### src/rtl/lector_sensor_temp.sv
// Serial front-end for a 16-bit SPI temperature sensor: clocks out one frame,
// converts the 12-bit 0.25 degC reading to saturated tenths of degC.
module lector_sensor_temp #(
    parameter int DIV_SCLK     = 4,
    parameter int PAUSA_CICLOS = 1000,
    parameter int ANCHO_TEMP   = 10
) (
    input  logic                  clk,
    input  logic                  rst,
    input  logic                  inicio,
    input  logic                  auto_en,
    input  logic                  miso,
    output logic                  cs_n,
    output logic                  sclk,
    output logic [ANCHO_TEMP-1:0] temp_entrada,
    output logic                  dato_valido,
    output logic                  falla,
    output logic                  ocupado
);

    typedef enum logic [2:0] {
        IDLE,
        SETUP,
        BAJO,
        ALTO,
        FIN,
        PAUSA
    } estado_t;

    // PAUSA spends PAUSA_CICLOS+1 cycles so the frame period is 33*DIV+2+PAUSA.
    localparam int CNT_MAX  = (DIV_SCLK > PAUSA_CICLOS + 1) ? DIV_SCLK : PAUSA_CICLOS + 1;
    localparam int CNT_W    = $clog2(CNT_MAX + 1);
    localparam int TEMP_MAX = (1 << ANCHO_TEMP) - 1;

    localparam logic [CNT_W-1:0] FIN_DIV   = CNT_W'(DIV_SCLK - 1);
    localparam logic [CNT_W-1:0] FIN_PAUSA = CNT_W'(PAUSA_CICLOS);

    estado_t                 estado, estado_sig;
    logic [CNT_W-1:0]        cnt;
    logic [3:0]              n_bit;
    logic [15:0]             trama;
    logic                    miso_s1, miso_s2;
    logic                    fin_fase;

    logic [11:0]             raw;
    logic [14:0]             producto;
    logic [13:0]             decimas;
    logic [ANCHO_TEMP-1:0]   temp_sat;
    logic                    trama_unused;

    assign fin_fase = (cnt == FIN_DIV);

    // NOTE: every signal written here gets a default first, so no path can infer a latch.
    always_comb begin
        estado_sig = estado;
        case (estado)
            IDLE:    if ((inicio || auto_en) && !ocupado) estado_sig = SETUP;
            SETUP:   if (fin_fase) estado_sig = BAJO;
            BAJO:    if (fin_fase) estado_sig = ALTO;
            ALTO:    if (fin_fase) estado_sig = (n_bit == 4'd15) ? FIN : BAJO;
            FIN:     estado_sig = auto_en ? PAUSA : IDLE;
            PAUSA: begin
                if (!auto_en)              estado_sig = IDLE;
                else if (cnt == FIN_PAUSA) estado_sig = SETUP;
            end
            default: estado_sig = IDLE;
        endcase
    end

    // NOTE: all state uses non-blocking assignments so every flop samples pre-edge values.
    always_ff @(posedge clk) begin
        if (rst) begin
            estado  <= IDLE;
            cnt     <= '0;
            cs_n    <= 1'b1;
            sclk    <= 1'b0;
            ocupado <= 1'b0;
        end else begin
            estado  <= estado_sig;
            cnt     <= (estado_sig != estado) ? '0 : cnt + 1'b1;
            cs_n    <= !(estado_sig inside {SETUP, BAJO, ALTO});
            sclk    <= (estado_sig == ALTO);
            // Stays high through the strobe cycle so a late inicio cannot restart.
            ocupado <= (estado_sig != IDLE) || (estado == FIN);
        end
    end

    always_ff @(posedge clk) begin
        if (rst) begin
            miso_s1 <= 1'b0;
            miso_s2 <= 1'b0;
            n_bit   <= '0;
            trama   <= '0;
        end else begin
            miso_s1 <= miso;
            miso_s2 <= miso_s1;
            if (estado == SETUP) begin
                n_bit <= '0;
            end else if (estado == ALTO && fin_fase) begin
                trama <= {trama[14:0], miso_s2};
                n_bit <= n_bit + 1'b1;
            end
        end
    end

    // tenths = raw * 2.5, truncated; raw*5 needs 15 bits before the halving.
    always_comb begin
        raw      = trama[14:3];
        producto = 15'({raw, 2'b00}) + 15'(raw);
        decimas  = producto[14:1];
        if (int'(decimas) > TEMP_MAX) temp_sat = ANCHO_TEMP'(TEMP_MAX);
        else                          temp_sat = ANCHO_TEMP'(decimas);
    end

    assign trama_unused = ^{trama[15], trama[1:0]};

    always_ff @(posedge clk) begin
        if (rst) begin
            temp_entrada <= '0;
            dato_valido  <= 1'b0;
            falla        <= 1'b0;
        end else begin
            dato_valido <= (estado == FIN);
            if (estado == FIN) begin
                falla <= trama[2];
                if (!trama[2]) temp_entrada <= temp_sat;
            end
        end
    end

endmodule

### config.mk
export PLATFORM = sky130hd
export DESIGN_NAME = lector_sensor_temp
export DESIGN_NICKNAME = d
export VERILOG_FILES = /design/src/rtl/lector_sensor_temp.sv
export SDC_FILE = /design/constraint.sdc
export NUM_CORES = 1
export LEC_CHECK = 0
export ABC_AREA = 1
export CAP_MARGIN = 30
export CORE_ASPECT_RATIO = 1.4
export CORE_MARGIN = 3
export CORE_UTILIZATION = 30
export CTS_BUF_LIST = sky130_fd_sc_hd__clkbuf_16
export CTS_CLUSTER_DIAMETER = 30
export DETAILED_ROUTE_END_ITERATION = 12
export GPL_ROUTABILITY_DRIVEN = 0
export PLACE_DENSITY = 0.58
export SLEW_MARGIN = 20
export SYNTH_ARGS = -nofsm -noshare
export SYNTH_HDL_FRONTEND = slang
export SYNTH_SLANG_ARGS = --single-unit
### constraint.sdc
create_clock -name clk -period 2.3 [get_ports clk]
set_clock_uncertainty 0.05 [all_clocks]
set_input_delay 0.46 -clock clk [delete_from_list [all_inputs] [get_ports clk]]
set_output_delay 0.46 -clock clk [all_outputs]
set_load 0.01 [all_outputs]
Word level (Yosys, flattened, before mapping) --
Index checks and enable logic that the tools add are counted.
Word-level totals: logic and storage cells 53, output and inout bits 15, input port bits 5, register bits after elaboration 49
Cells by class: multiplexer cells 10, bitwise operators 2, equal/unequal tests 12, magnitude comparators 1, $add $sub $neg 3, reduce and logical (&&, ||, !) cells 13
Operators by type and width (count):
- two-way mux 3 bit | 8
- case mux 3 bit (6 select lines) | 1
- adder 14 x 12 -> 15 bit | 1
- greater-than comparator 14 x 10 -> 1 bit (second input constant) | 1
- equality test 3 x 2 -> 1 bit (second input constant) | 4
- adder 10 x 1 -> 10 bit (second input constant) | 1
- equality test 10 bit (second input constant) | 1
- equality test 10 x 2 -> 1 bit (second input constant) | 1
- two-way mux 10 bit | 1
- equality test 3 x 1 -> 1 bit (second input constant) | 2
- equality test 3 bit (second input constant) | 2
- nonzero test 3 bit | 2
- adder 4 x 1 -> 4 bit (second input constant) | 1
- equality test 4 bit (second input constant) | 1
- AND reduction 2 bit | 2
- OR reduction 2 bit | 2
- zero test 3 bit | 1
- != test 3 bit | 1
- logical AND 1 bit | 2
- zero test 1 bit | 2
- logical OR 1 bit | 2
- inverter 1 bit | 2

Depth between registers and ports, before layout --
depth in word-level cells 7, depth in mapped cells 14, gate-level depth less buffers 14

Worst setup path before layout --
OpenSTA, ideal clock, no wires.
path type reg-to-reg, start reg trama[5], end reg temp_entrada[0], required time 2.141 ns, path buffers 0, data arrival time 1.658 ns, slack 0.484 ns, stages on the path, launching flop included 12, cells stage by stage dfxtp_1 ha_1 inv_1 fa_1 inv_1 nand3_1 nand4_1 nand2_1 nor2_4 nand3_1 nand2_1 inv_1
On the way: word-level cells in the longest chain between the ends 3
RTL lines:
- start, declared | RTL line 41 | logic [15:0] trama;
- start signal, assigned | RTL line 100 | trama <= {trama[14:0], miso_s2};
- adder 14 x 12 -> 15 bit | RTL line 109 | producto = 15'({raw, 2'b00}) + 15'(raw);
- greater-than comparator 14 x 10 -> 1 bit | RTL line 111 | if (int'(decimas) > TEMP_MAX) temp_sat = ANCHO_TEMP'(TEMP_MAX);
- two-way mux 10 bit | RTL line 111
- end signal, assigned | RTL line 126 | if (!trama[2]) temp_entrada <= temp_sat;
- end, declared | RTL line 15 | output logic [ANCHO_TEMP-1:0] temp_entrada,
No other way between the ends. A chain may end at the register's enable or synchronous reset.

Worst setup path in the final report --
start reg trama[5], end reg temp_entrada[9]
On the way: word-level cells in the longest chain between the ends 3
RTL lines (RTL line):
- adder 14 x 12 -> 15 bit * | 109
- greater-than comparator 14 x 10 -> 1 bit | 111
- two-way mux 10 bit * | 111
Mark *: on every way between the ends. The rest lies on a longest branch, timed or not.

==> impl_metrics.py <==
metrics = {
    "global_route": {
        "grt_max_degree": 26,
        "use_met2_pct": 21.3,
        "grt_antenna_before_repair": 0,
        "grt_pass1_vias": 2282,
        "grt_pass1_wl_um": 9880,
        "overflow": 0,
        "top_usage_layer": "met2",
        "grt_use_met3_pct": 2.32,
        "grt_use_total_pct": 11.4,
        "gr-usage-met1_pct": 12.9,
    },
    "placement": {
        "dpl_cell_area_mm2": 0.00309,
        "dp_cells": 527,
        "post-dp-hpwl_um": 4460,
        "io_buffer_count": 19,
        "pre_cts_ws_ns": 0.108,
    },
    "min_path": {
        "hp-class": "reg -> reg",
        "min_to": "miso_s2$_SDFF_PP0_",
        "holdCritStartpoint": "miso_s1$_SDFF_PP0_",
        "min_delay_path_depth": 2,
    },
    "layout": {
        "layout.cells.non_filler": 535,
        "areaGrowthSynthToFinish_pct": 17.9,
        "fin_util_pct": 36.5,
        "diodes": 0,
        "num-fill-cells": 985,
        "drive_above_1_share_pct": 8.41,
        "layout.nets": 446,
        "design_area_mm2": 0.00329,
    },
    "synthesis": {
        "synth-edff-count": 0,
        "synth_fp_nets": 425,
        "async_reset_ff_share_pct": 0,
        "yosysSeqAreaShare_pct": 35.1,
        "yosysUniqueCellTypes": 34,
        "synth_area_mm2": 0.00280,
        "synthFlopType": "dfxtp_1",
        "synth_seq_cells": 49,
        "syn_avg_cell_area_um2": 6.88,
        "ys_warn_count": 0,
        "syn_inst": 406,
    },
    "floorplan": {
        "row_count": 41,
        "die-area_mm2": 0.0105,
        "die_y_um": 120,
        "core_area_mm2": 0.00903,
        "initial_utilization_pct": 31.0,
        "fp.dieW_um": 87.6,
        "ioPinCount": 20,
    },
    "power": {
        "peakVddDrop_v": 0.000338,
        "power.leakage_nw": 1.53,
        "pwr_density_cell_mw_per_mm2": 588,
        "p_total_mw": 1.94,
    },
    "clocking": {
        "clkSlewWorstSetupHoldPaths_ns": 0.07,
        "cts_root_buf": "clkbuf_16",
        "numCtsBuffers": 5,
        "ctsResizeCount": 0,
        "htreeDepth": 2,
        "cts_tree": "yes",
        "clock_latency_ns": 0.29,
        "ctsHoldBuffers": 0,
        "clockBufferDepth": 2,
        "cts_setup_buffers": 0,
        "clock-sinks": 49,
    },
    "sta": {
        "fin_crit_ns": 2.13,
        "holdWs_ns": 0.350,
        "slew_violations": 0,
        "max-slew-margin-rel_pct": 68.8,
        "setup_viol": 0,
        "timing.fmax_mhz": 469,
        "hold_viol_final": 0,
        "worstMarginPinSlew_ns": 0.463,
        "setup_tns_ns": 0,
        "rsz0062_at_grt": "false",
        "period_share_pct": 92.8,
        "setup_ws_ns": 0.166,
    },
    "setup_path": {
        "reg2reg_slack_ns": 0.17,
        "cp-end-kind": "flip-flop",
        "reg2reg_from": "trama[5]$_SDFFE_PP0P_",
        "crit_type": "reg -> reg",
        "cp.required_ns": 2.45,
        "timing.rr.end": "temp_entrada[9]$_SDFFE_PP0P_",
        "rr_worst_depth": 13,
        "cp_max_fo": 4,
        "cp-start-kind": "flip-flop",
        "cp.arrival_ns": 2.28,
    },
    "drt": {
        "vias_per_cell": 4.63,
        "drc_errors": 0,
        "avgRoutedWirePerCell_um": 10.7,
        "vias": 2478,
        "ant_nets": 0,
        "drt_iter0_markers": 72,
        "drtPass1Iterations": 4,
        "wl_um": 5740,
    },
    "flow_run": {
        "max_cap_violations": 0,
    },
    "outcome": {
        "status": "finished, final reports clean",
    },
}
## kinds of logic after synthesis
kind of cell               Yosys count  synth area share, %
buffers and inverters               71                 10.2
adders and majority gates           14                 6.54
xor gates and xnor gates            12                 3.76
and+or+nand+nor                    210                 34.3
AOI/OAI and AO/OA                   50                 10.1
DFF                                 49                 35.1
## flip-flops by register name, summed over array words and instances, names as in the netlist
signal,flops
miso_s1,1
dato_valido,1
temp_entrada,10
n_bit,4
ocupado,1
cs_n,1
cnt,10
sclk,1
estado,3
trama,15
falla,1
miso_s2,1
## metal layers
layer,wire (um),vias to the layer above
met5,0,-
met4,40,0
met3,121,5
met2,3060,25
met1,2520,1114
li1,-,1334
## cells in the final DEF (no fill, tap or decap), types with 2 or more instances in the layout
| master | Yosys | final |
|---|---|---|
| xor2_1 | 9 | 9 |
| nand2_2 | 6 | 6 |
| xnor2_1 | 3 | 3 |
| buf_4 | 0 | 3 |
| inv_1 | 60 | 60 |
| a21oi_1 | 26 | 26 |
| nand2_1 | 98 | 98 |
| inv_2 | 3 | 3 |
| nor2_1 | 34 | 34 |
| clkbuf_16 | 0 | 5 |
| bufinv_16 | 0 | 2 |
| o21ai_0 | 11 | 11 |
| nand3_1 | 32 | 31 |
| nor2_4 | 2 | 2 |
| dfxtp_1 | 49 | 49 |
| nor3b_1 | 2 | 2 |
| clkdlybuf4s50_1 | 0 | 19 |
| o21a_1 | 10 | 10 |
| nor3_1 | 14 | 14 |
| nor2_2 | 6 | 6 |
| ha_1 | 13 | 12 |
| nand4_1 | 7 | 7 |
| nor3_2 | 2 | 2 |
## cells in the mapped netlist (2+ instances only)
cell type | number | area (um2)
nand2_1 | 98 | 368
inv_1 | 60 | 225
dfxtp_1 | 49 | 981
nor2_1 | 34 | 128
nand3_1 | 32 | 160
a21oi_1 | 26 | 130
nor3_1 | 14 | 70.1
ha_1 | 13 | 163
o21ai_0 | 11 | 55.1
o21a_1 | 10 | 75.1
xor2_1 | 9 | 78.8
nand4_1 | 7 | 43.8
nand2_2 | 6 | 37.5
nor2_2 | 6 | 37.5
buf_2 | 3 | 15.0
inv_2 | 3 | 11.3
xnor2_1 | 3 | 26.3
buf_6 | 2 | 22.5
clkbuf_1 | 2 | 7.51
nor2_4 | 2 | 22.5
nor3_2 | 2 | 20.0
nor3b_1 | 2 | 15.0
## report_power, final
part	internal [mW]	leakage [nW]	switching, mW
Sequential	0.863	0.396	0.0108
Combinational	0.0428	1.04	0.0698
Clock	0.627	0.0944	0.323
## worst max-delay path, stage by stage, from the launching register on
cell     delay (ns)
dfxtp_1        0.40
ha_2           0.23
inv_1          0.06
fa_1           0.40
inv_1          0.11
nand3_1        0.08
nand3_2        0.10
nand2_1        0.09
nand3_1        0.13
nand2_1        0.06
nor2_1         0.13
nand3_1        0.09
nand2_1        0.07
inv_1          0.03
## layout make-up
type,instances,area [um2],share of cell area [%]
Multi-Input combinational cell,286,1540,46.6
Inverter,63,236,7.18
Clock inverter,3,68.8,2.09
Sequential cell,49,981,29.8
Tap cell,107,134,4.06
Clock buffer,5,125,3.80
Timing Repair Buffer,22,213,6.46
## worst max path at each step
stage,start,end,slack (ns)
after floorplan,trama[5]$_SDFFE_PP0P_,temp_entrada[0]$_SDFFE_PP0P_,0.48
after global placement,trama[5]$_SDFFE_PP0P_,temp_entrada[9]$_SDFFE_PP0P_,0.14
after detailed placement,trama[5]$_SDFFE_PP0P_,temp_entrada[9]$_SDFFE_PP0P_,0.11
after CTS,trama[5]$_SDFFE_PP0P_,temp_entrada[9]$_SDFFE_PP0P_,0.09
after global routing,trama[5]$_SDFFE_PP0P_,temp_entrada[9]$_SDFFE_PP0P_,0.01
final,trama[5]$_SDFFE_PP0P_,temp_entrada[9]$_SDFFE_PP0P_,0.17
No activity file was read; power rests on OpenSTA's default activity.
==> edit, RTL diff (config.mk and constraints unchanged) <==
Register the output `ocupado` once more, without a reset; this adds one clock of latency there. The other outputs are not delayed to match.
--- a/src/rtl/lector_sensor_temp.sv
+++ b/src/rtl/lector_sensor_temp.sv
@@ -36,4 +36,6 @@
     localparam logic [CNT_W-1:0] FIN_PAUSA = CNT_W'(PAUSA_CICLOS);
 
+    logic ocupado_s0;
+
     estado_t                 estado, estado_sig;
     logic [CNT_W-1:0]        cnt;
@@ -55,5 +57,5 @@
         estado_sig = estado;
         case (estado)
-            IDLE:    if ((inicio || auto_en) && !ocupado) estado_sig = SETUP;
+            IDLE:    if ((inicio || auto_en) && !ocupado_s0) estado_sig = SETUP;
             SETUP:   if (fin_fase) estado_sig = BAJO;
             BAJO:    if (fin_fase) estado_sig = ALTO;
@@ -75,5 +77,5 @@
             cs_n    <= 1'b1;
             sclk    <= 1'b0;
-            ocupado <= 1'b0;
+            ocupado_s0 <= 1'b0;
         end else begin
             estado  <= estado_sig;
@@ -82,5 +84,5 @@
             sclk    <= (estado_sig == ALTO);
             // Stays high through the strobe cycle so a late inicio cannot restart.
-            ocupado <= (estado_sig != IDLE) || (estado == FIN);
+            ocupado_s0 <= (estado_sig != IDLE) || (estado == FIN);
         end
     end
@@ -129,4 +131,8 @@
     end
 
+    always_ff @(posedge clk) begin
+        ocupado <= ocupado_s0;
+    end
+
 endmodule
 
Behaviour: not the same (a bounded check fails within 4 cycles, from zero or initial values and one cycle with rst high).
==> edit against the unedited design <==
- area after synthesis is 0.72% higher
- wire length rose by 5.2%
- design area down 0.80%
- first-iteration DRC count increased by 5.6%
- largest cell class unchanged
- sequential cell count is 1 higher
- worst setup slack lost 0.055 ns
- die area up 0.67%
- critical endpoint unchanged
- non-clock buffer count is the same
- power fell by 11%
- sequential share of layout area increased by 0.85 points
==> edit: results (changes against the unedited design) <==
Drt first pass iters -> 4 (unchanged)
Via density -> 4.66 (+0.70%)
First-pass GRT wire length -> 10.2 mm (+2.9%)
Final net count -> 448 (+0.45%)
Fill cell count -> 962 (-2.3%)
Worst vdd ir -> 0.000400 V (+18%)
Gr usage total -> 0.117 (+0.00315)
Synth area leaders -> dfxtp_1, nand2_1, inv_1
WS Path Type -> flop to flop
Seq/Total Area, Yosys -> 0.356 (+0.00462)
Synth Area in Compound Gates -> 0.100 (-0.000719)
Vias in the first global route -> 2402 (+5.3%)
Final period utilization -> 0.952 (+0.0238)
Fraction of layout cells with a size suffix above 1 -> 0.0839 (-0.000196)
Inst Count DP -> 528 (+0.19%)
Dpl ws -> 0.0782 ns (-0.0301 ns)
Syn Nets -> 426 (+0.24%)
Worst EP arrival -> 2.33 ns (+0.05 ns)
Status -> finished, final reports clean
Internal reg-to-reg setup slack -> 0.11 ns (-0.05 ns)
Hold Crit Depth -> 0 (-2)
DR WL/cell -> 11.3 um (+5.0%)
Clk_lat worst skew -> 0.29 ns (about the same)
Commonest cells post-synth -> nand2_1, inv_1, dfxtp_1, nor2_1, nand3_1
Avg Synthesized Cell Area -> 6.92 um^2 (+0.47%)
DP Wirelength -> 4.66 mm (+4.5%)
Final non-filler cell total -> 536 (+0.19%)
Setup-failing EPs final -> 0 (unchanged)
edit: changes by cell type after synthesis, sizes merged:
cell,before,now
dfxtp,49,50
edit: stage by stage:
stage                     power [uW]  utilization  hold slack [ns]  cell area [um^2]
after global placement          1030        0.343            0.293              3110
final                           1730        0.360            0.315              3270
after detailed placement        1030        0.343            0.305              3110
after CTS                       1760        0.358            0.314              3250
after floorplan                  989            -            0.282              2820
after global routing            1800        0.360            0.316              3270
edit: final cells by class:
| type | count | area, um^2 | area share |
|---|---|---|---|
| sequential | 50 | 1000 | 0.306 |
| tap | 107 | 134 | 0.0410 |
| inverter | 63 | 236 | 0.0724 |
| clock buffer | 5 | 125 | 0.0383 |
| clock inverter | 2 | 13.8 | 0.00421 |
| multi-input combinational | 287 | 1550 | 0.473 |
| timing repair buffer | 22 | 213 | 0.0651 |
edit: layer usage:
layer | vias up | part of all wire | track usage
met4 | 0 | 0.022 | 0.0384
met3 | 14 | 0.026 | 0.0252
met5 | - | 0 | 0
met1 | 1118 | 0.40 | 0.117
met2 | 33 | 0.56 | 0.230
li1 | 1335 | - | -
edit: worst min-delay path by stage:
| stage | start | slack, ns | endpoint |
|---|---|---|---|
| 6_report | ocupado_s0$_SDFF_PP0_ | 0.32 | ocupado$_DFF_P_ |
| 2_1_floorplan | ocupado_s0$_SDFF_PP0_ | 0.28 | ocupado$_DFF_P_ |
| 3_5_place_dp | ocupado_s0$_SDFF_PP0_ | 0.30 | ocupado$_DFF_P_ |
| 4_1_cts | ocupado_s0$_SDFF_PP0_ | 0.31 | ocupado$_DFF_P_ |
| 3_3_place_gp | ocupado_s0$_SDFF_PP0_ | 0.29 | ocupado$_DFF_P_ |
| 5_1_grt | ocupado_s0$_SDFF_PP0_ | 0.32 | ocupado$_DFF_P_ |
edit: cell families after synthesis:
family	count (synthesis)
buffers and inverters	71
adders and majority gates	14
and+or+nand+nor	210
DFF	50
AOI/OAI and AO/OA	50
xor gates and xnor gates	12
edit: critical path: cells and delay by family (launching register included):
family / cells / cell delay (ns)
buffers and inverters: 3 / 0.21
adder cells (fa/ha/maj): 2 / 0.65
AND/OR/NAND/NOR: 8 / 0.76
flip-flops: 1 / 0.39
edit: power by group:
part | internal [uW] | switching, uW
registers | 883 | 10.6
clock network | 399 | 322
logic | 42.8 | 70.7
total | 1320 | 403
